**src/rtl/pattern_checker_sat_counter.sv**
```systemverilog
// Saturating up-counter with a dominant synchronous clear.
module sat_counter #(
    parameter int W = 16
) (
    input  logic         clk,
    input  logic         rst,
    input  logic         clr,
    input  logic         inc,
    output logic [W-1:0] count
);

    // Clear wins over increment; the count sticks at all ones.
    always_ff @(posedge clk) begin
        if (rst || clr)
            count <= '0;
        else if (inc && (count != '1))
            count <= count + W'(1);
    end

endmodule

```
**config.mk**
```make
export PLATFORM = sky130hd
export DESIGN_NAME = sat_counter
export DESIGN_NICKNAME = d
export VERILOG_FILES = /design/src/rtl/pattern_checker_sat_counter.sv
export SDC_FILE = /design/constraint.sdc
export NUM_CORES = 1
export LEC_CHECK = 0
export ABC_AREA = 1
export CAP_MARGIN = 20
export CELL_PAD_IN_SITES_DETAIL_PLACEMENT = 1
export CELL_PAD_IN_SITES_GLOBAL_PLACEMENT = 1
export CORE_MARGIN = 5
export CORE_UTILIZATION = 34
export DETAILED_ROUTE_END_ITERATION = 10
export PLACE_DENSITY_LB_ADDON = 0.1
export REMOVE_ABC_BUFFERS = 1
export SLEW_MARGIN = 20
export SYNTH_ARGS = -nofsm -noshare
export SYNTH_HDL_FRONTEND = slang
export SYNTH_SLANG_ARGS = --single-unit
```
**constraint.sdc**
```tcl
create_clock -name clk -period 2.1 [get_ports clk]
set_clock_uncertainty 0.15 [all_clocks]
set_input_delay 0.21 -clock clk [delete_from_list [all_inputs] [get_ports clk]]
set_output_delay 0.21 -clock clk [all_outputs]
set_load 0.03 [all_outputs]
```
==> metrics.cfg, run 1 <==
[logic_synthesis]
yosysSeqAreaShare_pct=33.7
yosys_warnings=0
synth_area_per_cell_um2=6.38
yosysMostFrequentCell=nand2_1
synthArstFlopShare_pct=0
syn_inst=149
ys_top_cells_by_area=dfxtp_1, nand2_1, nor2_1
synth_edf_count=0
synth_largest_area_cell=dfxtp_1
synth_common_cells=nand2_1, nor2_1, dfxtp_1, nand3_1, inv_1
synth_ff_type=dfxtp_1
syn-cell-area_um2=951
synth_top_area_share_pct=33.7
ys_ff_latch=16
ys_types=21

[final_layout]
top_register=count
num_antenna_cells=0
utilization_pct=44.5
drive_gt1_share_pct=11.1
largest_reg_flops=16
design_area_um2=1200
fin_cells=202
nets=177
n_fill_cell=380
reg_top3=count (16)
area_growth_pct=26.7

[floorplan]
start_util_pct=35.1
core_um2=2710
die_h_um=62.9
die_x_um=62.9
die_area_um2=3950
ios=20
rows=19

[timing]
worstMarginPinSlew_ns=0.344
period_needed_ns=1.82
finalHoldViolations=0
max_freq_mhz=549
maxSlewViolCount=0
max_slew_margin_pct=77.0
rsz0062_at_grt=false
tns_ns=0
setup_violations=0
hold_slack_ns=0.397
fin_crit_sh_pct=86.7

[detailed_routing]
avgRoutedWirePerCell_um=13.1
drtAntennaViolNets=0
via_per_inst=5.13
dr.pass1.iters=4
wirelength_um=2650
vias=1036
drcViolationCount=0
detailedRoute.firstIterationViolations=40

[setup_path]
crit_family=buffers and inverters
critPathKind=flip-flop to primary output
r2r-start=count[0]
cp_num_buf_inv=1
cp_slowest_cell=clkdlybuf4s50_1
cp-start-kind=flip-flop
reg2reg_slack_ns=0.36
arrival_ns=1.46
end_kind=primary output
path_cells=clkdlybuf4s50_1
cp.required_ns=1.74
ff2ff_path_depth=6
max_stage_delay_ns=0.71
r2r-end=count[13]
path_max_fanout=6

[placed_design]
place_area_um2=1170
place_hpwl_um=2140
dp.cells=198
place.gp.congestion=0.830
io_buffers=19

[min_path]
hold_depth=2
hold_class=flip-flop to flip-flop
worstHoldStart=count[15]
holdPathEnd=count[15]

[power]
vdd_ir_drop_max_mv=0.295
p_leak_uw=0.000428
p_per_area_nw_per_um2=464

[clock_network]
root_buffer=clkbuf_4
clk_latency_ns=0.30
cts_buffer_depth=2
htreeDepth=1
cts_hold_buf=0
post_cts_buffers=0
cts-resized-gates=0
clkSinkCount=16
cts_tree=yes
cts_buffers=3
clk_pin_slew_ns=0.10

[global_routing]
overflow=0
grt_pass1_wl_um=4670
grtUsageTotal_pct=14.4
grt_pass1_vias=1078
grt_max_degree=17
antenna_found_initial=0

[run_status]
status=completed

[job]
max_cap_viol_count=0

stage by stage:
stage / worst slack [ns] / total power [uW]
6_report: 0.278 / 559
5_1_grt: 0.133 / 587
4_1_cts: 0.248 / 573
3_5_place_dp: 0.334 / 351
3_3_place_gp: 0.377 / 349
2_1_floorplan: 0.344 / 333
layout by cell type (no fill, tap or decap), types with 4 or more instances in the layout:
master	instances
clkdlybuf4s50_1	19
nor2_1	34
nor2_4	4
inv_1	12
a21oi_1	9
nand3_1	14
nand2_1	38
dfxtp_1	16
layer usage:
metal | up-vias | global-route usage (%) | share of wire (%) | wire, um
li1 | 519 | - | - | -
met1 | 494 | 15.6 | 44 | 1160
met2 | 17 | 26.4 | 51 | 1350
met3 | 6 | 5.22 | 4.2 | 111
met4 | 0 | 2.92 | 1.0 | 27
met5 | - | 0 | 0 | 0
logic make-up (layout without fill, tap and decap cells):
logic type | Yosys count | count (layout) | share of synthesized area (%)
AO/OA/AOI/OAI | 14 | 14 | 8.03
flip-flops | 16 | 16 | 33.7
AND/OR/NAND/NOR | 102 | 102 | 49.5
buffers and inverters | 16 | 38 | 7.50
adder cells (fa/ha/maj) | 1 | 1 | 1.32
final cells by class:
type / instances / area (um2) / area share, %
multi-input combinational: 117 / 559 / 46.4
sequential: 16 / 320 / 26.6
timing repair buffer: 20 / 198 / 16.4
inverter: 14 / 52.6 / 4.36
tap: 31 / 38.8 / 3.22
clock buffer: 4 / 36.3 / 3.01
worst max path at each step:
stage	from	endpoint	slack (ns)	depth (start not counted)
CTS	count[13]	count[13]	0.25	1
global placement	inc	count[6]	0.38	8
detailed placement	inc	count[6]	0.33	8
finish	count[13]	count[13]	0.28	1
global route	count[0]	count[9]	0.13	6
floorplan	count[1]	count[13]	0.34	6
power breakdown:
part	switching, uW	leakage [uW]	internal (uW)
logic	20.7	0.000278	15.2
clock network	110	0.0000210	106
registers	2.39	0.000129	305
total	133	0.000428	426
(Power assumes the default switching activity.)
==> inputs of run 2 (changes only) <==
--- a/config.mk
+++ b/config.mk
@@ -5,12 +5,12 @@
 export SDC_FILE = /design/constraint.sdc
 export NUM_CORES = 1
 export LEC_CHECK = 0
-export ABC_AREA = 1
 export CAP_MARGIN = 20
 export CELL_PAD_IN_SITES_DETAIL_PLACEMENT = 1
 export CELL_PAD_IN_SITES_GLOBAL_PLACEMENT = 1
 export CORE_MARGIN = 5
-export CORE_UTILIZATION = 34
+export CORE_UTILIZATION = 37
+export CTS_BUF_LIST = sky130_fd_sc_hd__clkbuf_8
 export DETAILED_ROUTE_END_ITERATION = 10
 export PLACE_DENSITY_LB_ADDON = 0.1
 export REMOVE_ABC_BUFFERS = 1
==> run 2 against run 1 <==
Effect of this change:
- first-iteration DRC count down 93%
- fmax down 3.5%
- count of clock-buffer cells in the layout unchanged
- total power up 10%
- clock power up 29%
- utilization up 8.5 points
- die area down 15%
- design area down 3.7%
- sequential power about the same
- hold slack worse by 0.033 ns
- register-to-register slack worse by 0.15 ns
==> metrics.cfg, run 2 <==
[detailed_routing]
drtAntennaViolNets=0  ; unchanged
avgRoutedWirePerCell_um=15.7  ; was 13.1 um
dr.pass1.iters=4  ; unchanged
detailedRoute.firstIterationViolations=3  ; was 40
drcViolationCount=0  ; unchanged
via_per_inst=5.73  ; was 5.13
vias=854  ; was 1036
wirelength_um=2340  ; was 2650 um

[setup_path]
cp_slowest_cell=or4_4  ; was clkdlybuf4s50_1
cp-start-kind=flip-flop  ; unchanged
path_max_fanout=5  ; was 6
critPathKind=flip-flop to flip-flop  ; was flip-flop to primary output
max_stage_delay_ns=0.61  ; was 0.71 ns
path_cells=ha_1 -> nand3_1 -> or4_4 -> a31oi_1 -> a41o_1  ; was clkdlybuf4s50_1
end_kind=flip-flop  ; was primary output
arrival_ns=1.93  ; was 1.46 ns
cp.required_ns=2.15  ; was 1.74 ns

[final_layout]
final_cell_mix=clkdlybuf4s50_1, dfxtp_1, a21oi_1  ; was nand2_1, nor2_1, clkdlybuf4s50_1
nets=127  ; was 177
final_common_cell=clkdlybuf4s50_1  ; was nand2_1
drive_gt1_share_pct=14.0  ; was 11.1%
num_antenna_cells=0  ; unchanged
design_area_um2=1160  ; was 1200 um2
fin_cells=149  ; was 202
largest_reg_flops=16  ; unchanged
reg_top3=count (16)  ; unchanged
area_growth_pct=36.9  ; was 26.7%
utilization_pct=52.9  ; was 44.5%
top_register=count  ; unchanged

[logic_synthesis]
synth_top_area_share_pct=37.8  ; was 33.7%
syn_inst=95  ; was 149
synth_area_per_cell_um2=8.92  ; was 6.38 um2
yosys_warnings=0  ; unchanged
ys_top_cells_by_area=dfxtp_1, a21oi_1, a41o_1  ; was dfxtp_1, nand2_1, nor2_1
synthArstFlopShare_pct=0  ; unchanged
synth_largest_area_cell=dfxtp_1  ; unchanged
synth_ff_type=dfxtp_1  ; unchanged
syn-cell-area_um2=847  ; was 951 um2
ys_ff_latch=16  ; unchanged
ys_types=30  ; was 21
synth_edf_count=0  ; unchanged
yosysMostFrequentCell=dfxtp_1  ; was nand2_1
synth_common_cells=dfxtp_1, a21oi_1, nor2_1, nand2_1  ; was nand2_1, nor2_1, dfxtp_1, nand3_1, inv_1
yosysSeqAreaShare_pct=37.8  ; was 33.7%

[timing]
max_slew_margin_pct=75.6  ; was 77.0%
setup_violations=0  ; unchanged
rsz0062_at_grt=false  ; unchanged
maxSlewViolCount=0  ; unchanged
finalHoldViolations=0  ; unchanged
tns_ns=0  ; unchanged
fin_crit_sh_pct=89.9  ; was 86.7%
max_freq_mhz=530  ; was 549 MHz
period_needed_ns=1.89  ; was 1.82 ns
worstMarginPinSlew_ns=0.364  ; was 0.344 ns

[power]
p_leak_uw=0.000420  ; was 0.000428 uW
vdd_ir_drop_max_mv=0.625  ; was 0.295 mV
p_per_area_nw_per_um2=531  ; was 464 nW/um2

[clock_network]
root_buffer=clkbuf_8  ; was clkbuf_4
clk_latency_ns=0.25  ; was 0.30 ns
clkSinkCount=16  ; unchanged
clk_pin_slew_ns=0.06  ; was 0.10 ns
cts_hold_buf=0  ; unchanged
cts_tree=yes  ; unchanged
htreeDepth=1  ; unchanged
cts-resized-gates=0  ; unchanged
post_cts_buffers=0  ; unchanged
cts_buffers=3  ; unchanged
cts_buffer_depth=2  ; unchanged

[job]
max_cap_viol_count=0  ; unchanged

[placed_design]
place_area_um2=1100  ; was 1170 um2
place_hpwl_um=1730  ; was 2140 um
io_buffers=19  ; unchanged
place.gp.congestion=0.773  ; was 0.830
dp.cells=145  ; was 198

[floorplan]
ios=20  ; unchanged
rows=17  ; was 19
start_util_pct=38.7  ; was 35.1%
die_area_um2=3350  ; was 3950 um2
core_um2=2190  ; was 2710 um2
die_x_um=57.8  ; was 62.9 um
die_h_um=57.8  ; was 62.9 um

[global_routing]
grt_pass1_wl_um=4110  ; was 4670 um
antenna_found_initial=0  ; unchanged
overflow=0  ; unchanged
grt_max_degree=16  ; was 17
grt_pass1_vias=905  ; was 1078
grtUsageTotal_pct=15.6  ; was 14.4%

[run_status]
status=completed  ; unchanged

[min_path]
hold_class=flip-flop to flip-flop  ; unchanged

-- run 2: area by class of cell --
class / count / area [um2]
fill: 272 / 1030
inverter: 1 / 3.75
sequential: 16 / 320
tap: 28 / 35.0
clock buffer: 4 / 55.1
timing repair buffer: 25 / 235
multi-input combinational: 75 / 510
-- run 2: final timing paths --
kind	startpoint	end	slack, ns	cells after the start
min reg2reg	count[1]	count[1]	0.36	2
max reg2reg	count[1]	count[7]	0.21	5
min	count[1]	count[1]	0.36	2
max	count[1]	count[7]	0.21	5
-- run 2: critical path: cells and delay by family, from the launching register on --
family	cells	cell delay (ns)
simple gates	2	0.78
compound gates	2	0.29
flops	1	0.39
fa+ha+maj	1	0.22
-- run 2: power breakdown --
part	internal, uW	switching, uW	leakage [uW]
clock	167	112	0.0000288
sequential	305	0.970	0.000129
combinational	14.8	17.3	0.000263
total	486	130	0.000420
-- run 2: cells by family (layout without fill, tap and decap cells) --
family	count (synthesis)	after routing	synth area share (%)
AO/OA/AOI/OAI	27	27	21.9
AND/OR/NAND/NOR	44	44	33.8
adder cells (fa/ha/maj)	1	1	1.48
buffers and inverters	4	30	1.92
flip-flops	16	16	37.8
XOR/XNOR	3	3	3.10
-- run 2: through the flow --
stage                     setup slack, ns  power [uW]  hold slack [ns]
after global routing               0.0452         650            0.405
after floorplan                     0.102         326            0.220
after CTS                           0.198         624            0.372
final                               0.213         616            0.364
after global placement              0.265         345            0.341
after detailed placement            0.211         345            0.360
-- run 2: layer usage --
metal	vias to the layer above	wire length [um]	global-route usage (%)
met2	15	1160	26.8
li1	425	-	-
met1	412	1070	19.0
met4	0	12	3.31
met5	-	0	0
met3	2	96	5.12
